--- config.mk ---
export PLATFORM = sky130hd
export DESIGN_NAME = mux_rr_arbiter
export DESIGN_NICKNAME = d
export VERILOG_FILES = /design/src/rtl/mux_rr_arbiter.sv
export SDC_FILE = /design/constraint.sdc
export NUM_CORES = 1
export LEC_CHECK = 0
export ABC_AREA = 1
export ABC_CLOCK_PERIOD_IN_PS = 4130
export CAP_MARGIN = 10
export CORE_ASPECT_RATIO = 0.7
export CORE_UTILIZATION = 50
export CTS_BUF_LIST = sky130_fd_sc_hd__clkbuf_2 sky130_fd_sc_hd__clkbuf_4 sky130_fd_sc_hd__clkbuf_8
export DETAILED_ROUTE_END_ITERATION = 16
export PLACE_DENSITY = 0.87
export SKIP_CTS_REPAIR_TIMING = 1
export SLEW_MARGIN = 10
export SYNTH_ARGS = -nofsm -noshare
export SYNTH_HDL_FRONTEND = slang
export SYNTH_SLANG_ARGS = --single-unit
--- constraint.sdc ---
create_clock -name clk -period 4.13 [get_ports clk]
set_input_delay 0.6195 -clock clk [delete_from_list [all_inputs] [get_ports clk]]
set_output_delay 0.6195 -clock clk [all_outputs]
set_load 0.05 [all_outputs]
--- src/rtl/mux_rr_arbiter.sv ---
// Two-requester round-robin arbiter with a registered output stage.
// Optional ARB_LOCK_EN adds req0_lock/req1_lock to hold a grant past HOLD_MAX.
module mux_rr_arbiter #(
  parameter int DATA_W   = 8,
  parameter int HOLD_MAX = 4
) (
  input  logic              clk,
  input  logic              rst_n,
  input  logic              req0_valid,
  input  logic [DATA_W-1:0] req0_data,
  output logic              req0_ready,
  input  logic              req1_valid,
  input  logic [DATA_W-1:0] req1_data,
  output logic              req1_ready,
`ifdef ARB_LOCK_EN
  input  logic              req0_lock,
  input  logic              req1_lock,
`endif
  output logic              out_valid,
  output logic [DATA_W-1:0] out_data,
  input  logic              out_ready,
  output logic              sel,
  output logic [1:0]        grant
);

  localparam int CW = $clog2(HOLD_MAX) + 1;

  typedef enum logic [1:0] {
    IDLE = 2'd0,
    GNT0 = 2'd1,
    GNT1 = 2'd2
  } state_t;

  state_t              r_state;
  logic                r_last;
  logic [CW-1:0]       r_cnt;
  logic                r_out_valid;
  logic [DATA_W-1:0]   r_out_data;

  logic   w_slot_free;
  logic   w_acc0;
  logic   w_acc1;
  logic   w_acc;
  logic   w_cur_valid;
  logic   w_oth_valid;
  logic   w_oth_side;
  logic   w_cur_lock;
  logic   w_at_max;
  state_t w_oth_state;

  assign w_slot_free = ~r_out_valid | out_ready;

  assign req0_ready = (r_state == GNT0) & w_slot_free;
  assign req1_ready = (r_state == GNT1) & w_slot_free;

  assign w_acc0 = req0_valid & req0_ready;
  assign w_acc1 = req1_valid & req1_ready;
  assign w_acc  = w_acc0 | w_acc1;

  assign w_cur_valid = (r_state == GNT1) ? req1_valid : req0_valid;
  assign w_oth_valid = (r_state == GNT1) ? req0_valid : req1_valid;
  assign w_oth_side  = (r_state == GNT0);
  assign w_oth_state = (r_state == GNT0) ? GNT1 : GNT0;
  assign w_at_max    = (r_cnt == CW'(HOLD_MAX - 1));

`ifdef ARB_LOCK_EN
  assign w_cur_lock = (r_state == GNT0) ? req0_lock :
                      (r_state == GNT1) ? req1_lock : 1'b0;
`else
  assign w_cur_lock = 1'b0;
`endif

  assign sel       = (r_state == GNT1);
  assign grant     = {r_state == GNT1, r_state == GNT0};
  assign out_valid = r_out_valid;
  assign out_data  = r_out_data;

  // Grant FSM: round-robin pick from IDLE, rotate after HOLD_MAX beats.
  always_ff @(posedge clk or negedge rst_n) begin
    if (!rst_n) begin
      r_state <= IDLE;
      r_last  <= 1'b1;
      r_cnt   <= '0;
    end else begin
      case (r_state)
        IDLE: begin
          if (req0_valid & req1_valid) begin
            r_state <= r_last ? GNT0 : GNT1;
            r_last  <= ~r_last;
            r_cnt   <= '0;
          end else if (req0_valid) begin
            r_state <= GNT0;
            r_last  <= 1'b0;
            r_cnt   <= '0;
          end else if (req1_valid) begin
            r_state <= GNT1;
            r_last  <= 1'b1;
            r_cnt   <= '0;
          end
        end
        GNT0, GNT1: begin
          if (!w_cur_valid) begin
            r_cnt <= '0;
            if (w_oth_valid) begin
              r_state <= w_oth_state;
              r_last  <= w_oth_side;
            end else begin
              r_state <= IDLE;
            end
          end else if (w_acc) begin
            if (w_at_max & w_cur_lock) begin
              r_cnt <= r_cnt;
            end else if (w_at_max) begin
              r_cnt <= '0;
              if (w_oth_valid) begin
                r_state <= w_oth_state;
                r_last  <= w_oth_side;
              end
            end else begin
              r_cnt <= r_cnt + 1'b1;
            end
          end
        end
        default: begin
          r_state <= IDLE;
          r_cnt   <= '0;
        end
      endcase
    end
  end

  // Output register: load accepted beat, drain when consumer takes it.
  always_ff @(posedge clk or negedge rst_n) begin
    if (!rst_n) begin
      r_out_valid <= 1'b0;
      r_out_data  <= '0;
    end else begin
      unique case (1'b1)
        w_acc0: begin
          r_out_valid <= 1'b1;
          r_out_data  <= req0_data;
        end
        w_acc1: begin
          r_out_valid <= 1'b1;
          r_out_data  <= req1_data;
        end
        default: begin
          if (out_ready) r_out_valid <= 1'b0;
        end
      endcase
    end
  end

endmodule

; Word-level counts from Yosys, hierarchy flattened
; Cells that the tools add are included.
[totals]
regBits = 15
input_bits = 21
out_inout_bits = 14
[classes]
addsub = 1
n_eq_ne = 7
n_mux = 31
bitwise = 9
reduce_logical = 9
[op_table]
columns = operator, count
row1 = two-way mux 2 bit, 10
row2 = two-way mux 3 bit, 6
row3 = one-hot mux 8 bit (2 select lines), 1
row4 = two-way mux 1 bit, 11
row5 = "inequality test 3 bit, second input constant", 3
row6 = AND reduction 4 bit, 2
row7 = one-hot mux 3 bit (2 select lines), 1
row8 = nonzero test 2 bit, 3
row9 = AND 1 bit, 5
row10 = "inequality test 4 bit, second input constant", 1
row11 = one-hot mux 2 bit (2 select lines), 1
row12 = OR reduction 2 bit, 2
row13 = "adder 3 x 1 -> 3 bit, second input constant", 1
row14 = "== test 3 x 2 -> 1 bit, second input constant", 1
row15 = "== test 2 x 1 -> 1 bit, second input constant", 1
row16 = "== test 2 bit, second input constant", 1
row17 = zero test 2 bit, 1
row18 = inverter 1 bit, 2
row19 = OR 1 bit, 2
row20 = one-hot mux 1 bit (2 select lines), 1
row21 = AND reduction 2 bit, 1

; Depth between registers and ports, before layout
[depth]
depth_word = 8
ltp_mapped = 11

; Worst setup path before layout
; No wires, ideal clock.
[synth_path]
path_type = reg2out
from = reg r_state[0]
to = out req1_ready
arrival_ns = 1.679
required_ns = 3.510
setup_slack_ns = 1.832
stages_incl_launch_ff = 5
path_buffers = 0
path_cell_list = dfrtp_1 > inv_1 > ha_1 > inv_2 > a21oi_4
[synth_between]
elab_chain_cells = 2
[synth_lines]
columns = element, line_no
row1 = "start, declared", 34  ; state_t r_state;
row2 = "start signal, assigned", 88  ; r_state <= r_last ? GNT0 : GNT1;
row3 = "start signal, assigned", 105  ; r_state <= w_oth_state;
row4 = "start signal, assigned", 116  ; r_state <= w_oth_state;
row5 = == test 2 bit, n/a
row6 = via sel, 22  ; output logic sel,
row7 = AND 1 bit, 54  ; assign req1_ready = (r_state == GNT1) & w_slot_free;
row8 = "end, declared", 14  ; output logic req1_ready,
; The timed path passes the listed nets, and every way through them passes these cells.

; Worst setup path after layout
[layout_path]
from = reg r_state[0]
to = out req1_ready
[layout_between]
elab_chain_cells = 2
[layout_lines]
columns = element, line_no
row1 = == test 2 bit, 54
row2 = AND 1 bit, 54
; Every way passes these cells.

==> key figures <==
Place
  – Routability cong.: 0.8783
  – Port Buffers: 34
  – Placed insts: 187
  – Place WS: 1.229 ns
  – Detailed Place HPWL: 2.101 mm

Detailed routing
  – DRC errors left: 0
  – WL/cell: 13.65 µm
  – TritonRoute pass-1 iters: 4
  – Routed Antenna Nets: 0
  – Vias: 1023
  – Drt first-iter violations: 39
  – Vias per inst: 5.356
  – WL final: 2.607 mm

Setup path
  – Data required, critical path: 3.51 ns
  – Endpoint class of the critical path: output port
  – CP max FO: 9
  – CP arrival: 2.42 ns
  – Startpoint Class: flop
  – CP Class: flop to output port

Timing
  – Final hold slack: 0.5025 ns
  – Worst-Margin Slew: 0.6841 ns
  – Final period util: 0.7352
  – Fin. Hold Viols: 0
  – Final setup vio count: 0
  – Max Freq: 329.3 MHz
  – Tmin final: 3.036 ns
  – Setup WS post-layout: 1.094 ns
  – Slew headroom: 0.5425
  – Final Skew: 0.006275 ns
  – Setup TNS: 0 ns
  – Slew Limit Fails: 0
  – RSZ-0062 raised after global routing: false

Clock tree
  – Maximum buffer depth of the clock tree: 2
  – TritonCTS Buffers: 3
  – H-tree levels: 1
  – Clock transition at path regs: 0.09 ns
  – Clk sink count: 15
  – Root Buffer: clkbuf_4
  – Skew-Pair Late Insertion Delay: 0.28 ns
  – CTS tree: yes

Status
  – Status: completed

GRT
  – Antenna violations before repair: 0
  – Routing usage on met3: 0.05161
  – M1 GR Usage: 0.3340
  – M2 GR Usage: 0.4107
  – Vias in the first global route: 864
  – Total global-route track usage: 0.2463
  – First-pass GRT wire length: 3.974 mm
  – Remaining Overflow, GRT: 0
  – Largest net degree at the start of global routing: 18
  – Grt peak-use layer: met2

Finish
  – # fillers: 152
  – Most common cell after layout, fill and taps aside: nand2_1
  – Layout cells sized above 1: 0.1243
  – Most frequent cells in the layout: 36 x nand2_1, 34 x clkdlybuf4s50_1, 17 x nand3_1, 16 x nor2_1, 14 x dfrtp_1
  – Area delta synth->final: 34.43%
  – ANT cells: 0
  – Final std cells w/o fill: 191
  – Final nets: 196

Power
  – Power per Cell Area: 832.3 mW/mm²
  – VDD IR max: 0.5224 mV
  – Leak: 0.6427 nW

Logic synthesis
  – Synth Instances: 136
  – Post-Syn Nets: 162
  – Syn Std Cell Area: 0.001028 mm²
  – Average cell area after synthesis: 7.562 µm²
  – Synth unique cells: 22
  – Sequential share of the synthesized area: 0.3662
  – Yosys warns: 0
  – Yosys reg bits: 15

Die
  – Initial Utilization: 0.5404
  – I/O pins: 35
  – Row Count: 13
  – Die Width: 56.21 µm
  – Area of the core: 0.001903 mm²
  – DIE HEIGHT: 39.95 µm
  – Die ar.: 0.002245 mm²

Run
  – Total of max-cap violations: 0

Min path
  – Worst Hold Class: flop to flop
[Yosys cell counts, drive strengths merged]
| cell | n | area share |
|---|---|---|
| buf | 4 | 0.036 |
| nand3 | 22 | 0.14 |
| inv | 14 | 0.051 |
| nand2 | 40 | 0.16 |
| nor2 | 18 | 0.075 |
| a31oi | 8 | 0.049 |
| dfrtp | 14 | 0.34 |
| a21oi | 6 | 0.044 |
| dfstp | 1 | 0.026 |
| o21ai | 3 | 0.015 |
| ha | 5 | 0.061 |
| clkbuf | 1 | 0.0036 |
[cell type report]
| class | instances | area (µm²) | area share |
|---|---|---|---|
| clock inverters | 1 | 5.005 | 0.003620 |
| inverters | 14 | 52.55 | 0.03801 |
| multi-input cells | 102 | 558.0 | 0.4036 |
| flip-flops and latches | 15 | 376.6 | 0.2724 |
| repair buffers | 34 | 340.3 | 0.2462 |
| clock buffers | 3 | 22.52 | 0.01629 |
| well taps | 22 | 27.53 | 0.01991 |
[worst paths after layout]
kind                       startpoint     endpoint  slack (ns)  cells after the start
max                        r_state[0]   req1_ready        1.09                      5
min                          r_cnt[1]     r_cnt[1]        0.50                      2
max reg2reg                r_state[0]   r_state[0]        2.31                      8
min reg2reg                  r_cnt[1]     r_cnt[1]        0.50                      2
max in group asynchronous       rst_n  out_data[2]        2.95                      1
min in group asynchronous       rst_n  out_data[1]        0.75                      1
[flip-flops by register name, indices dropped and copies added (netlist names)]
| name | count |
|---|---|
| r_state | 2 |
| out_data | 8 |
| r_cnt | 3 |
| out_valid | 1 |
| r_last | 1 |
[critical path, stage by stage, from the launching register on]
cell	delay [ns]
dfrtp_1	0.44
inv_1	0.10
ha_1	0.38
inv_2	0.12
a21oi_4	0.25
clkdlybuf4s50_1	0.86
[report_power, final]
part	internal, mW	switching (mW)
Combinational	0.267	0.540
Clock	0.0359	0.0469
Sequential	0.215	0.0454
[layer usage]
metal	wire length, µm	part of all wire
met1	1138	0.44
met5	0	0
met3	196	0.075
met2	1245	0.48
met4	26	0.010
[metrics by stage]
stage                     total power, mW  utilization  instance area, µm²
after floorplan                    0.8497            -                1028
after global placement              1.037       0.7120                1355
after detailed placement            1.065       0.7120                1355
after CTS                           1.150       0.7265                1383
after global routing                1.233       0.7265                1383
final                               1.151       0.7265                1383
[cells by family after synthesis]
family,after synthesis,synth area share
AND/OR/NAND/NOR,80,0.3747
adder cells (fa/ha/maj),5,0.06083
AO/OA/AOI/OAI,17,0.1071
flip-flops,15,0.3662
buffers and inverters,19,0.09123
Power figures use the tool's default switching activity.
